`src/rtl/updown_counter_pkg.sv`:
```
// -----------------------------------------------------------------------------
// updown_counter_pkg
// Shared helpers for the up/down counter slice.
//   prescale_width(div) : width of a phase counter that counts 0..div-1,
//                         never less than 1 bit so the vector stays legal.
// -----------------------------------------------------------------------------
package updown_counter_pkg;

    function automatic int unsigned prescale_width(input int unsigned div);
        if (div <= 1)
            return 1;
        else
            return $clog2(div);
    endfunction

endpackage

```
`src/rtl/updown_counter_tick_prescaler.sv`:
```
// -----------------------------------------------------------------------------
// tick_prescaler
// Produces a one-cycle step strobe on every DIV-th enabled cycle.
//   i_clk     : clock, rising edge
//   i_reset   : asynchronous, active-high reset (phase -> 0)
//   i_restart : synchronous phase restart (phase -> 0)
//   i_en      : enable; the phase only advances while high, holds otherwise
//   o_tick    : i_en && phase == DIV-1
// With DIV=1 there is no phase to keep and o_tick is simply i_en.
// -----------------------------------------------------------------------------
module tick_prescaler
    import updown_counter_pkg::*;
#(
    parameter int unsigned DIV = 1
) (
    input  logic i_clk,
    input  logic i_reset,
    input  logic i_restart,
    input  logic i_en,
    output logic o_tick
);

    localparam int unsigned PW = prescale_width(DIV);

    generate
        if (DIV <= 1) begin : g_bypass
            // Clock, reset and restart have no effect on a divide-by-one.
            logic unused_inputs;
            assign unused_inputs = ^{i_clk, i_reset, i_restart};
            assign o_tick        = i_en;
        end else begin : g_divide
            localparam logic [PW-1:0] LAST = PW'(DIV - 1);

            logic [PW-1:0] phase;

            assign o_tick = i_en && (phase == LAST);

            always_ff @(posedge i_clk or posedge i_reset) begin
                if (i_reset) begin
                    phase <= '0;
                end else if (i_restart) begin
                    phase <= '0;
                end else if (i_en) begin
                    phase <= o_tick ? '0 : phase + PW'(1);
                end
            end
        end
    endgenerate

endmodule

```
`src/rtl/updown_counter.sv`:
```
// -----------------------------------------------------------------------------
// updown_counter
// Up/down counter over the inclusive range 0..i_limit with synchronous
// clear/load, an enable prescaler and a wrap-or-saturate end-of-range mode.
//   i_clk      : clock, rising edge
//   i_reset    : asynchronous, active-high reset
//   i_clear    : synchronous clear (highest priority)
//   i_load     : synchronous load of min(i_load_val, i_limit)
//   i_load_val : load value
//   i_limit    : inclusive upper bound, may change at any time
//   i_en       : count enable, gates the prescaler
//   i_up       : 1 counts up, 0 counts down
//   o_count    : registered count
//   o_tc       : terminal count, combinational from o_count/i_up/i_limit
//   o_wrap     : registered one-cycle pulse after a wrapping step
// -----------------------------------------------------------------------------
module updown_counter
    import updown_counter_pkg::*;
#(
    parameter int unsigned WIDTH    = 8,
    parameter int unsigned PRESCALE = 1,
    parameter bit          SATURATE = 1'b0
) (
    input  logic             i_clk,
    input  logic             i_reset,
    input  logic             i_clear,
    input  logic             i_load,
    input  logic [WIDTH-1:0] i_load_val,
    input  logic [WIDTH-1:0] i_limit,
    input  logic             i_en,
    input  logic             i_up,
    output logic [WIDTH-1:0] o_count,
    output logic             o_tc,
    output logic             o_wrap
);

    logic             tick;
    logic [WIDTH-1:0] count_nxt;
    logic             wrap_nxt;

    tick_prescaler #(
        .DIV (PRESCALE)
    ) u_prescaler (
        .i_clk     (i_clk),
        .i_reset   (i_reset),
        .i_restart (i_clear | i_load),
        .i_en      (i_en),
        .o_tick    (tick)
    );

    assign o_tc = i_up ? (o_count >= i_limit) : (o_count == '0);

    always_comb begin
        count_nxt = o_count;
        wrap_nxt  = 1'b0;
        if (i_clear) begin
            count_nxt = '0;
        end else if (i_load) begin
            count_nxt = (i_load_val > i_limit) ? i_limit : i_load_val;
        end else if (tick) begin
            if (i_up) begin
                // End of range is tested before incrementing, so the +1
                // can never overflow WIDTH bits.
                if (o_count < i_limit) begin
                    count_nxt = o_count + WIDTH'(1);
                end else if (SATURATE) begin
                    count_nxt = i_limit;
                end else begin
                    count_nxt = '0;
                    wrap_nxt  = 1'b1;
                end
            end else begin
                if (o_count == '0) begin
                    if (!SATURATE) begin
                        count_nxt = i_limit;
                        wrap_nxt  = 1'b1;
                    end
                end else if (o_count > i_limit) begin
                    // A limit lowered under the count pulls it back into range.
                    count_nxt = i_limit;
                end else begin
                    count_nxt = o_count - WIDTH'(1);
                end
            end
        end
    end

    always_ff @(posedge i_clk or posedge i_reset) begin
        if (i_reset) begin
            o_count <= '0;
            o_wrap  <= 1'b0;
        end else begin
            o_count <= count_nxt;
            o_wrap  <= wrap_nxt;
        end
    end

endmodule

```
`config.mk`:
```
export PLATFORM = sky130hd
export DESIGN_NAME = updown_counter
export DESIGN_NICKNAME = d
export VERILOG_FILES = /design/src/rtl/updown_counter_pkg.sv /design/src/rtl/updown_counter_tick_prescaler.sv /design/src/rtl/updown_counter.sv
export SDC_FILE = /design/constraint.sdc
export NUM_CORES = 1
export LEC_CHECK = 0
export ABC_AREA = 1
export BUFFER_PORTS_ARGS = -buffer_cell sky130_fd_sc_hd__buf_2
export CAP_MARGIN = 20
export CORE_MARGIN = 2
export CORE_UTILIZATION = 40
export DETAILED_ROUTE_END_ITERATION = 8
export GPL_TIMING_DRIVEN = 0
export HOLD_SLACK_MARGIN = 0.06
export SLEW_MARGIN = 10
export SYNTH_ARGS = -nofsm -noshare
export SYNTH_HDL_FRONTEND = slang
export SYNTH_HIERARCHICAL = 1
export SYNTH_SLANG_ARGS = --single-unit
```
`constraint.sdc`:
```
create_clock -name i_clk -period 3.45 [get_ports i_clk]
set_clock_uncertainty 0.2 [all_clocks]
set_input_delay 0.69 -clock i_clk [delete_from_list [all_inputs] [get_ports i_clk]]
set_output_delay 0.69 -clock i_clk [all_outputs]
set_load 0.05 [all_outputs]
```
; Word level (Yosys, flattened, before mapping)
; Index checks and enable logic that the tools add are counted.
[word_totals]
input_bits = 22
reg_bits = 9
word_cells = 25
[classes]
muxes = 15
n_addsub = 2
n_lt_le_gt_ge = 4
n_reduce_logical = 2
[ops]
columns = operator, n
row1 = 8-bit two-way mux, 8
row2 = 8-bit > comparator, 2
row3 = "8-bit by 1-bit adder with 8-bit output, second input constant", 1
row4 = 8-bit greater-or-equal comparator, 1
row5 = 8-bit zero test, 1
row6 = 8-bit < comparator, 1
row7 = "8-bit by 1-bit subtractor with 8-bit output, second input constant", 1
row8 = 1-bit two-way mux, 7
row9 = 3-bit nonzero test, 1

; Depth between registers and ports, before layout
[logic_depth]
ltp_word = 7
mapped_depth = 17
ltp_nobuf = 17

; Modules after synthesis
; Netlist, hierarchy kept.
[by_module_without_submodules]
columns = module, cells_per_inst, area_per_inst_um2, n_inst
row1 = updown_counter, 249, 1560.2, 1
row2 = tick_prescaler, 1, 7.5, 1

; Worst setup path before layout
; No wires, ideal clock.
[synth_path]
path_type = reg-to-output
from = reg o_count[0]
to = out o_tc
required_ns = 2.560
arrival_ns = 2.298
path_stages_with_launch = 12
setup_slack_ns = 0.262
n_path_buf = 0
path_cell_list = dfrtp_1 -> inv_2 -> ha_1 -> inv_1 -> nand2_1 -> nand2_1 -> nand2_1 -> nand2_1 -> nand2_1 -> nand2_1 -> nor2_2 -> a22oi_1
[synth_via]
elab_chain_len = 2
elab_cells_between_ends = 3
[synth_rtl]
columns = item, line_no
row1 = from (decl), updown_counter.sv:32  ; output logic [WIDTH-1:0] o_count,
row2 = from (signal assigned), updown_counter.sv:93  ; o_count <= count_nxt;
row3 = 8-bit greater-or-equal comparator / 8-bit zero test (equally long branches), updown_counter.sv:51  ; assign o_tc = i_up ? (o_count >= i_limit) : (o_count == '0);
row4 = 1-bit two-way mux *, updown_counter.sv:51
row5 = to (decl), updown_counter.sv:33  ; output logic o_tc,
; Mark *: on every way between the ends. The rest lies on a longest branch, timed or not.

; Worst setup path after layout
[layout_path]
from = in i_limit[5]
to = out o_tc
[layout_via]
elab_chain_len = 2
[layout_rtl]
columns = item, line_no
row1 = from (decl), updown_counter.sv:29  ; input logic [WIDTH-1:0] i_limit,
row2 = 8-bit greater-or-equal comparator, updown_counter.sv:51
row3 = 1-bit two-way mux, updown_counter.sv:51
; Every way passes these cells.

==> impl_metrics.py <==
metrics = {
    "cts": {
        "cts_made_buffers": 3,
        "clock_latency_ns": 0.24,
        "h-tree-depth": 1,
        "cts-root-buf": "clkbuf_8",
        "cts_buffer_depth": 2,
        "clock-sinks": 9,
        "cts.clk_slew.worst_paths_ns": 0.05,
        "cts_setup_buffers": 0,
        "cts_resized": 0,
        "cts_tree": "built",
        "cts.hold.buffers_added": 0,
    },
    "critical_path": {
        "r2r_end": "o_count[4]",
        "reg2reg_depth": 12,
        "crit_type": "input port to output port",
        "cp.required_ns": 2.56,
        "critical_path_arrival_ns": 2.35,
        "critPathCapture": "o_tc",
        "cp_top_family": "simple AND/OR/NAND/NOR gates",
        "regToRegSetupSlack_ns": 1.13,
        "slowest_stage": "nor2_2",
        "worst-path-max-fanout": 7,
        "end_kind": "output port",
        "critical_path_depth": 10,
        "r2r_start": "o_count[5]",
        "cp_slowest_stage_delay_ns": 0.36,
        "start_kind": "input port",
        "crit_start": "i_limit[5]",
        "cp_cell_sequence": "buf_2, inv_1, ha_1, a21oi_1, nor2_1, nor2_1, nand2_1, nor2_2, a22oi_1, buf_2",
        "crit_buf_inv": 3,
    },
    "logic_synthesis": {
        "synth_top_area_frac": 0.1796,
        "synth.distinct_cells": 32,
        "yosys_warnings": 6,
        "synth_fp_nets": 291,
        "synth_edf_count": 0,
        "synth_seq_area_share": 0.1437,
        "synthTopCellsByArea": "nand2_1, ha_1, dfrtp_1, nand3_1, inv_1",
        "async_flop_share": 1.000,
        "synthCells": 250,
        "ys_seq_elements": 9,
        "yosysMostFrequentCell": "nand2_1",
        "avgSynthCellArea_um2": 6.271,
        "ys_top_cells_by_count": "nand2_1, nand3_1, inv_1",
        "synth_top_flop_cell": "dfrtp_1",
        "syn-cell-area_mm2": 0.001568,
        "synth_top_cell_by_area": "nand2_1",
    },
    "placement": {
        "gp_congestion": 0.8650,
        "place_hpwl_um": 3330,
        "post-place-ws_ns": 0.2192,
        "port_buffers": 29,
    },
    "pwr": {
        "clkPwrFrac": 0.196,
        "power.density_mw_per_mm2": 363.0,
        "static-leakage-power_nw": 1.036,
        "switching_power_uw": 326.8,
        "p_seq_frac": 0.215,
        "switching_share": 0.4952,
        "pwr-share-comb": 0.589,
        "peakVddDrop_uv": 207.5,
        "cellInternalPower_uw": 333.2,
    },
    "routing": {
        "avgViaCountPerCell": 4.994,
        "drt_iter0_drc": 92,
        "first_pass_iters": 4,
        "drt-wirelength-per-cell_um": 12.44,
        "vias": 1653,
        "drt_wl_total_um": 4119,
        "drc_errors": 0,
        "postRouteAntennaNets": 0,
    },
    "die": {
        "rows": 22,
        "die_w_um": 66.61,
        "die_area_mm2": 0.004436,
        "ioPinCount": 32,
        "initial_core_util": 0.4219,
        "die_h_um": 66.61,
        "core-area_mm2": 0.003716,
    },
    "finish": {
        "num_antenna_cells": 0,
        "fillers": 397,
        "drive_above_1_share": 0.1979,
        "layout.nets": 325,
        "final_util": 0.4892,
        "area_growth_pct": 15.96,
    },
    "sta": {
        "fin_crit_sh": 0.9395,
        "worst_slack_ns": 0.2086,
        "tns_ns": 0,
        "hold_violations": 0,
        "max_freq_mhz": 308.5,
        "min_period_ns": 3.241,
        "drv_slew": 0,
        "setup_viol": 0,
        "slew_headroom": 0.7301,
        "hold_slack_ns": 0.2184,
        "grt_setup_unrepaired": "false",
        "max_slew.worst_pin.slew_ns": 0.4044,
    },
    "global_route": {
        "track_usage": 0.2093,
        "grt_overflow_total": 0,
        "antenna_found_initial": 0,
        "grt_start_max_net_pins": 11,
        "grt_pass1_wl_um": 7148,
        "grt_pass1_vias": 1508,
    },
    "job": {
        "maxCapViolations": 0,
    },
    "status": {
        "outcome": "finished clean",
    },
    "worst_hold_path": {
        "hold_path_class": "input port to asynchronous set/reset pin",
    },
}
-- cells in the final DEF (no fill, tap or decap), drive strengths merged --
cell type	instances
a22oi	1
o21ai	6
nor2	29
ha	19
nand4	7
buf	37
dfrtp	9
a21boi	7
clkbuf	4
inv	30
nand2	77
nor3	2
clkinv	1
xor2	5
or2	2
a21oi	8
nand3	37
a21o	1
o21a	1
-- power by group through the flow --
stage | clock network (mW) | registers, mW | logic (mW)
final | 0.129 | 0.142 | 0.389
after detailed placement | 0 | 0.143 | 0.389
after global routing | 0.140 | 0.145 | 0.439
after CTS | 0.132 | 0.142 | 0.390
after global placement | 0 | 0.143 | 0.388
after floorplan | 0 | 0.182 | 0.260
-- state kept, by name, indices dropped and copies added, names as in the netlist --
signal   flops
o_count      8
o_wrap       1
-- worst min-delay path by stage --
stage | startpoint | to | cells after the start
after floorplan | i_reset | o_count[0] | 1
after global placement | o_count[7] | o_count[7] | 2
after detailed placement | o_count[6] | o_count[6] | 2
after CTS | i_reset | o_count[4] | 2
after global routing | i_reset | o_count[4] | 2
final | i_reset | o_count[4] | 2
-- cell type report --
type / instances / area [µm²] / area share
buffer: 8 / 62.56 / 0.03441
clock buffer: 4 / 45.04 / 0.02478
inverter: 31 / 126.4 / 0.06951
multi-input combinational: 202 / 1154 / 0.6346
sequential: 9 / 225.2 / 0.1239
tap: 48 / 60.06 / 0.03304
timing repair buffer: 29 / 145.1 / 0.07983
-- kinds of logic after synthesis --
kind of cell / Yosys count / share of synthesized area
buf+inv: 39 / 0.1205
flops: 9 / 0.1437
fa+ha+maj: 19 / 0.1516
xor+xnor: 5 / 0.02793
simple gates: 154 / 0.4637
compound gates: 24 / 0.09258
-- through the flow --
stage	cells	power, mW	area (µm²)
3_3_place_gp	327	0.5312	1773
2_1_floorplan	250	0.4428	1568
6_report	331	0.6599	1818
3_5_place_dp	327	0.5321	1773
4_1_cts	331	0.6638	1818
5_1_grt	331	0.7235	1818
-- metal layers --
| layer | vias up | routed length (µm) | global-route usage |
|---|---|---|---|
| li1 | 881 | - | - |
| met1 | 735 | 2107 | 0.2994 |
| met2 | 35 | 1825 | 0.3375 |
| met3 | 2 | 173 | 0.03716 |
| met4 | 0 | 12 | 0.02296 |
| met5 | - | 0 | 0 |
(Power assumes the default switching activity.)
